`config.mk`:
```
export PLATFORM = sky130hd
export DESIGN_NAME = line_buffer_controller
export DESIGN_NICKNAME = d
export VERILOG_FILES = /design/src/rtl/line_buffer_controller.sv
export SDC_FILE = /design/constraint.sdc
export NUM_CORES = 1
export LEC_CHECK = 0
export ABC_AREA = 1
export BUFFER_PORTS_ARGS = -buffer_cell sky130_fd_sc_hd__buf_2
export CORE_MARGIN = 2
export CORE_UTILIZATION = 48
export DETAILED_ROUTE_END_ITERATION = 8
export PLACE_DENSITY = 0.69
export SETUP_SLACK_MARGIN = 0.05
export SLEW_MARGIN = 15
export SYNTH_ARGS = -nofsm -noshare
export SYNTH_HDL_FRONTEND = slang
export SYNTH_SLANG_ARGS = --single-unit
```
`constraint.sdc`:
```
create_clock -name i_clk -period 3.6 [get_ports i_clk]
set_input_delay 0.36 -clock i_clk [delete_from_list [all_inputs] [get_ports i_clk]]
set_output_delay 0.36 -clock i_clk [all_outputs]
set_load 0.01 [all_outputs]
```
`src/rtl/line_buffer_controller.sv`:
```
// rtl/line_buffer_controller.sv - line RAM sequencer and vertical column window assembler for a binary pixel stream
module line_buffer_controller #(
    parameter int ImageWidth  = 640,
    parameter int ImageHeight = 480,
    parameter int NumLines    = 2,
    localparam int AddrWidth  = $clog2(ImageWidth),
    localparam int RowWidth   = $clog2(ImageHeight)
) (
    input  logic                 i_clk,
    input  logic                 i_rst_n,
    input  logic                 i_frame_start,
    input  logic                 i_pixel_valid,
    input  logic                 i_pixel_in,
    output logic [AddrWidth-1:0] o_ram_addr,
    output logic [NumLines-1:0]  o_ram_write_enable,
    output logic                 o_ram_data_in,
    input  logic [NumLines-1:0]  i_ram_data_out,
    output logic [NumLines:0]    o_window_out,
    output logic                 o_window_valid,
    output logic [RowWidth-1:0]  o_out_row,
    output logic [AddrWidth-1:0] o_out_col,
    output logic                 o_full_window,
    output logic                 o_frame_done,
    output logic                 o_busy
);
    localparam int SelWidth = (NumLines > 1) ? $clog2(NumLines) : 1;

    typedef enum logic {S_IDLE, S_RUN} state_t;

    state_t               r_state;
    logic [AddrWidth-1:0] r_col;
    logic [RowWidth-1:0]  r_row;
    logic [SelWidth-1:0]  r_sel;

    logic                 r_s1_valid;
    logic                 r_s1_pix;
    logic [AddrWidth-1:0] r_s1_col;
    logic [RowWidth-1:0]  r_s1_row;
    logic [SelWidth-1:0]  r_s1_sel;
    logic                 r_s1_last;

    logic                 r_win_valid;
    logic [NumLines:0]    r_window;
    logic [RowWidth-1:0]  r_out_row;
    logic [AddrWidth-1:0] r_out_col;
    logic                 r_full;
    logic                 r_done;

    logic                 w_accept;
    logic                 w_col_last;
    logic                 w_row_last;
    logic [AddrWidth-1:0] w_col;
    logic [RowWidth-1:0]  w_row;
    logic [SelWidth-1:0]  w_sel;
    logic [NumLines:0]    w_window;

    // A restart makes the same-cycle pixel (0,0), so counters are bypassed to zero
    assign w_accept   = i_rst_n & i_pixel_valid & ((r_state == S_RUN) | i_frame_start);
    assign w_col      = i_frame_start ? '0 : r_col;
    assign w_row      = i_frame_start ? '0 : r_row;
    assign w_sel      = i_frame_start ? '0 : r_sel;
    assign w_col_last = (w_col == AddrWidth'(ImageWidth - 1));
    assign w_row_last = (w_row == RowWidth'(ImageHeight - 1));

    assign o_ram_addr         = w_col;
    assign o_ram_write_enable = w_accept ? (NumLines'(1) << w_sel) : '0;
    assign o_ram_data_in      = r_s1_pix;

    // RAM (sel-k mod NumLines) holds the line k above; rows above the frame top are masked
    always_comb begin
        w_window    = '0;
        w_window[0] = r_s1_pix;
        for (int k = 1; k <= NumLines; k++) begin
            for (int j = 0; j < NumLines; j++) begin
                if ((int'(r_s1_row) >= k) && (j == ((int'(r_s1_sel) + NumLines - k) % NumLines))) begin
                    w_window[k] = i_ram_data_out[j];
                end
            end
        end
    end

    always_ff @(posedge i_clk or negedge i_rst_n) begin
        if (!i_rst_n) begin
            r_state     <= S_IDLE;
            r_col       <= '0;
            r_row       <= '0;
            r_sel       <= '0;
            r_s1_valid  <= 1'b0;
            r_s1_pix    <= 1'b0;
            r_s1_col    <= '0;
            r_s1_row    <= '0;
            r_s1_sel    <= '0;
            r_s1_last   <= 1'b0;
            r_win_valid <= 1'b0;
            r_window    <= '0;
            r_out_row   <= '0;
            r_out_col   <= '0;
            r_full      <= 1'b0;
            r_done      <= 1'b0;
        end else begin
            if (i_frame_start) begin
                r_state <= S_RUN;
                r_col   <= '0;
                r_row   <= '0;
                r_sel   <= '0;
            end
            if (w_accept) begin
                if (!w_col_last) begin
                    r_col <= w_col + AddrWidth'(1);
                end else begin
                    r_col <= '0;
                    if (w_row_last) begin
                        r_state <= S_IDLE;
                        r_row   <= '0;
                        r_sel   <= '0;
                    end else begin
                        r_row <= w_row + RowWidth'(1);
                        r_sel <= (w_sel == SelWidth'(NumLines - 1)) ? '0 : w_sel + SelWidth'(1);
                    end
                end
                r_s1_pix  <= i_pixel_in;
                r_s1_col  <= w_col;
                r_s1_row  <= w_row;
                r_s1_sel  <= w_sel;
                r_s1_last <= w_col_last & w_row_last;
            end
            r_s1_valid  <= w_accept;
            r_win_valid <= r_s1_valid;
            r_full      <= r_s1_valid & (int'(r_s1_row) >= NumLines);
            r_done      <= r_s1_valid & r_s1_last;
            if (r_s1_valid) begin
                r_window  <= w_window;
                r_out_row <= r_s1_row;
                r_out_col <= r_s1_col;
            end
        end
    end

    assign o_window_out   = r_window;
    assign o_window_valid = r_win_valid;
    assign o_out_row      = r_out_row;
    assign o_out_col      = r_out_col;
    assign o_full_window  = r_full;
    assign o_frame_done   = r_done;
    assign o_busy         = (r_state == S_RUN) | r_s1_valid | r_win_valid;

endmodule

```
# == Word level (Yosys, flattened, before mapping) ==
# Index checks and enable logic that the tools add are counted.
# totals
regBits,69
latchBits,0
mem_bits_rw,0
rom_bits,0
output_inout_bits,39
wordCells,66
mem_count,0
# classes
addsub,6
n_mul,0
n_div,0
order_cmp,2
n_eq_ne,4
shift,1
n_mux,21
bitwise_logic,10
n_reduce_logical,6
# op_table
operator,count
32-bit logical NOT,2
9-bit 2-to-1 mux,4
32-bit by 2-bit subtractor with 32-bit output (second input constant),1
10-bit 2-to-1 mux,3
1-bit 2-to-1 mux,13
10-bit by 1-bit adder with 10-bit output (second input constant),1
10-bit equality test (second input constant),1
9-bit by 1-bit adder with 9-bit output (second input constant),1
9-bit equality test (second input constant),1
9-bit by 1-bit >= comparator with 1-bit output (second input constant),1
9-bit by 2-bit >= comparator with 1-bit output (second input constant),1
1-bit AND,7
2-bit equality test (first input constant),2
1-bit logical AND,4
3-bit by 2-bit subtractor with 4-bit output (second input constant),1
1-bit by 2-bit adder with 3-bit output (second input constant),1
1-bit OR,3
2-bit 2-to-1 mux,1
1-bit by 1-bit << shifter with 2-bit output (first input constant),1
1-bit adder (second input constant),1

# == Logic depth before layout (Yosys ltp) ==
# logic_depth
ltp_word,7
ltp_mapped,13
ltp_nobuf,12

# == Worst setup path before layout ==
# OpenSTA, ideal clock, no wires.
# synth_path
kind,input port to flip-flop
from,input port i_frame_start
to,register r_row[3]
setup_ns,0.113
arrival_ns,1.812
required_time_ns,3.487
setup_slack_ns,1.675
stages,12
n_path_buf,1
path_cell_list,buf_6 nor2_1 ha_1 nand2_1 nor2_8 nand3_4 inv_1 nand2_2 nor2_4 o21ai_0 nand2_1 inv_1
# synth_between
word_cells_on_any_way,10
cone_classes,add/sub: 1; eq/ne: 2; mux: 5; bitwise: 2
# synth_rtl
item,line,source
"start, declared",11,"input logic i_frame_start,"
10-bit 2-to-1 mux,--,
named net o_ram_addr[1],14,"output logic [AddrWidth-1:0] o_ram_addr,"
10-bit equality test,62,assign w_col_last = (w_col == AddrWidth'(ImageWidth - 1));
9-bit 2-to-1 mux,108,if (!w_col_last) begin
9-bit 2-to-1 mux,107,if (w_accept) begin
"end signal, assigned",117,r_row <= w_row + RowWidth'(1);
"end, declared",32,logic [RowWidth-1:0] r_row;
# The timed path passes the listed nets, and every way through them passes these cells.
# A chain may end at the register's enable or synchronous reset.

# == Final worst setup path ==
# layout_path
from,register r_s1_valid
to,output port o_busy
# layout_between
elab_chain_cells,2
# layout_rtl
item,line,source
"start, declared",35,logic r_s1_valid;
"start signal, assigned",127,r_s1_valid <= w_accept;
1-bit OR (2 in series),145,assign o_busy = (r_state == S_RUN) | r_s1_valid | r_win_valid;
"end, declared",24,output logic o_busy
# Every way passes these cells.

==> key figures <==
Clock network
  – Reg clk slew, reported paths: 80 ps
  – CTS Buffer Depth: 2
  – H-tree Lvls: 3
  – Num CTS Buffers: 9
  – Post-CTS Resized: 0
  – TritonCTS clock tree: done
  – Clk Latency, worst-skew pair: 340 ps
  – Hold_buf cts: 0
  – Clock root buffer: clkbuf_8
  – Post-CTS Repair Setup Buffers: 0
  – CTS sink cnt: 69

Critical path
  – Worst Setup Start Kind: register
  – Critical path buffer and inverter count: 2
  – CP endpoint kind: primary output
  – Critical path arrival: 2140 ps
  – R2R Setup Slk: 1570 ps
  – CP delay by family, top: buffers and inverters
  – Worst-path cell chain: clkinv_1, nand2_1, buf_2
  – Crit Path Category: register to primary output
  – Crit path largest cell delay: 730 ps
  – Slowest CP cell: dfrtp_1
  – Worst r2r dst: o_window_out[1]$_DFFE_PN0P_
  – R2r startpoint: r_s1_valid$_DFF_PN0_
  – CP required: 3240 ps
  – Crit Path Max Fanout: 27
  – R2R depth: 3

Layout
  – Final Cell Area: 0.00370 sq mm
  – FF+latch area: 0.00173 sq mm
  – # fillers: 593
  – Layout cells sized above 1: 18.9%
  – Area Overhead vs Synth: 16.2%
  – Fin util: 57.9%
  – Area of the multi-input gates: 0.00123 sq mm
  – Antenna cells: 0
  – Final nets: 439

Timing
  – Peak Freq: 400 MHz
  – Setup TNS: 0 ps
  – Hold Fails Final Rpt: 0
  – Slew Limit Fails: 0
  – Slew @ Worst Pin: 852 ps
  – Skew final: 7.34 ps
  – Fin crit period: 2500 ps
  – Fin crit share: 69.4%
  – Slew HR: 43.2%
  – # setup viols final: 0
  – RSZ-0062 raised after global routing: no

Min path
  – Hold Crit Class: primary input to asynchronous set/reset pin

Die
  – Initial core utilization: 49.8%
  – IO Count: 46
  – Die area: 0.00730 sq mm
  – Core area: 0.00639 sq mm
  – Rows: 29
  – Die outline width: 85.4 um
  – Die H: 85.4 um

GRT
  – Total GRT Usage: 19.7%
  – Largest net degree at the start of global routing: 70
  – Vias in the first global route: 2369
  – Initial antenna violation count: 0
  – First-pass GRT wire length: 11.2 mm
  – Total grt overflow: 0

Logic synthesis
  – Synthesized area per cell: 8.26 sq um
  – Sequential-to-total area share from yosys stat: 54.3%
  – Synth Register Bits: 69
  – Syn. warnings: 0
  – Top cell type's share of synthesized area: 54.3%
  – Top FF cell, synth: dfrtp_1
  – Post-synth EDFFs: 0
  – Synth area leader: dfrtp_1
  – Count leader, synth: nand2_1
  – Synth top area cells: dfrtp_1, nand2_1, nor2_1
  – Async set-reset flop share out of synthesis: 100%
  – Syn Inst Count: 385
  – Top post-synthesis cells by count: nand2_1, dfrtp_1, nor2_1, inv_1, o21ai_0
  – Post-Syn Nets: 394
  – Distinct cells, synth: 29
  – Synthesized area: 0.00318 sq mm

Detailed routing
  – Routed Antenna Nets: 0
  – Starting DRC count in detailed routing: 187
  – # DRC: 0
  – Detailed Route WL: 6.64 mm
  – Vias: 2554
  – Routed vias/inst: 4.99
  – First-pass DRT Iterations: 4
  – DR WL/cell: 13.0 um

Power and ir drop
  – Sw Share: 22.9%
  – VDD IR-drop max: 0.000345 V
  – Psw: 381 uW
  – Clock share of power: 46.3%
  – Logic pwr share: 5.2%
  – Cell area power density: 449 mW/mm^2
  – Seq pwr share: 48.5%
  – Leakage: 0.00203 uW
  – Pint: 1280 uW

Placement
  – Post-Place Cell Area: 0.00345 sq mm
  – Buffers on Ports: 45
  – Hpwl dp: 4.62 mm
  – Placer Congestion: 0.810

Status
  – Status: finished clean

Run
  – Max Cap Viol: 0
-- area by class of cell --
cell class | instances | area share [%]
clock inverters | 7 | 3.28
multi-input cells | 262 | 33.2
clock buffers | 9 | 3.35
repair buffers | 47 | 6.50
flip-flops and latches | 69 | 46.7
inverters | 41 | 4.37
well taps | 77 | 2.61
-- logic make-up (layout without fill, tap and decap cells) --
| family | after synthesis | in the layout | share of synthesized area, % |
|---|---|---|---|
| AND/OR/NAND/NOR | 218 | 218 | 29.9 |
| buffers and inverters | 54 | 104 | 7.27 |
| AO/OA/AOI/OAI | 35 | 35 | 5.82 |
| flip-flops | 69 | 69 | 54.3 |
| adder cells (fa/ha/maj) | 2 | 2 | 0.786 |
| XOR/XNOR | 7 | 7 | 1.93 |
-- power groups by stage --
stage / logic (uW) / registers (uW) / clock network [uW]
2_1_floorplan: 46.3 / 821 / 0
3_3_place_gp: 86.7 / 820 / 0
3_5_place_dp: 88.3 / 821 / 0
4_1_cts: 88.4 / 806 / 781
5_1_grt: 98.5 / 808 / 820
6_report: 86.4 / 806 / 769
-- state kept, by name, indices dropped and copies added, names as in the netlist, 3 cells and up --
name          cells
o_window_out      3
o_out_col        10
o_out_row         9
r_s1_row          9
r_s1_col         10
r_col            10
r_row             9
-- metrics by stage --
stage	hold WS, ps	setup WS [ps]	total power, uW	instances
after floorplan	64.4	1670	868	385
after global placement	452	1490	907	496
after detailed placement	455	1450	909	496
after CTS	234	1060	1680	512
after global routing	237	838	1730	512
final	235	1100	1660	512
-- cells in the final DEF (no fill, tap or decap), drive strengths merged --
cell and instances:
a21oi 3, a221oi 1, clkinv 4, xor2 6
nand4 2, clkbuf 9, ha 2, buf 47
o21ai 29, nor2 49, xnor2 1, nand3 24
inv 41, o21bai 1, dfrtp 69, bufinv 3
a22o 1, nand2 140, nor3 3
-- worst register-to-register path, cell delays in order, from the launching register on --
cell,delay (ps)
dfrtp_1,730
clkinv_1,710
nor2_1,330
a221oi_1,110
-- routing by layer --
metal / global-route usage, % / vias to the layer above / wire (um)
met2: 28.5 / 59 / 2930
met3: 3.02 / 14 / 291
met1: 29.4 / 1192 / 3270
li1: - / 1289 / -
met5: 0 / - / 0
met4: 8.80 / 0 / 147
-- worst max-delay path by stage --
stage,startpoint,endpoint,cells past startpoint
after global routing,r_s1_valid$_DFF_PN0_,o_busy,3
after CTS,r_s1_valid$_DFF_PN0_,o_busy,3
after global placement,r_s1_valid$_DFF_PN0_,o_busy,3
after detailed placement,r_s1_valid$_DFF_PN0_,o_busy,3
after floorplan,i_frame_start,r_row[3]$_DFF_PN0_,12
final,r_s1_valid$_DFF_PN0_,o_busy,3
(Power assumes the default switching activity.)
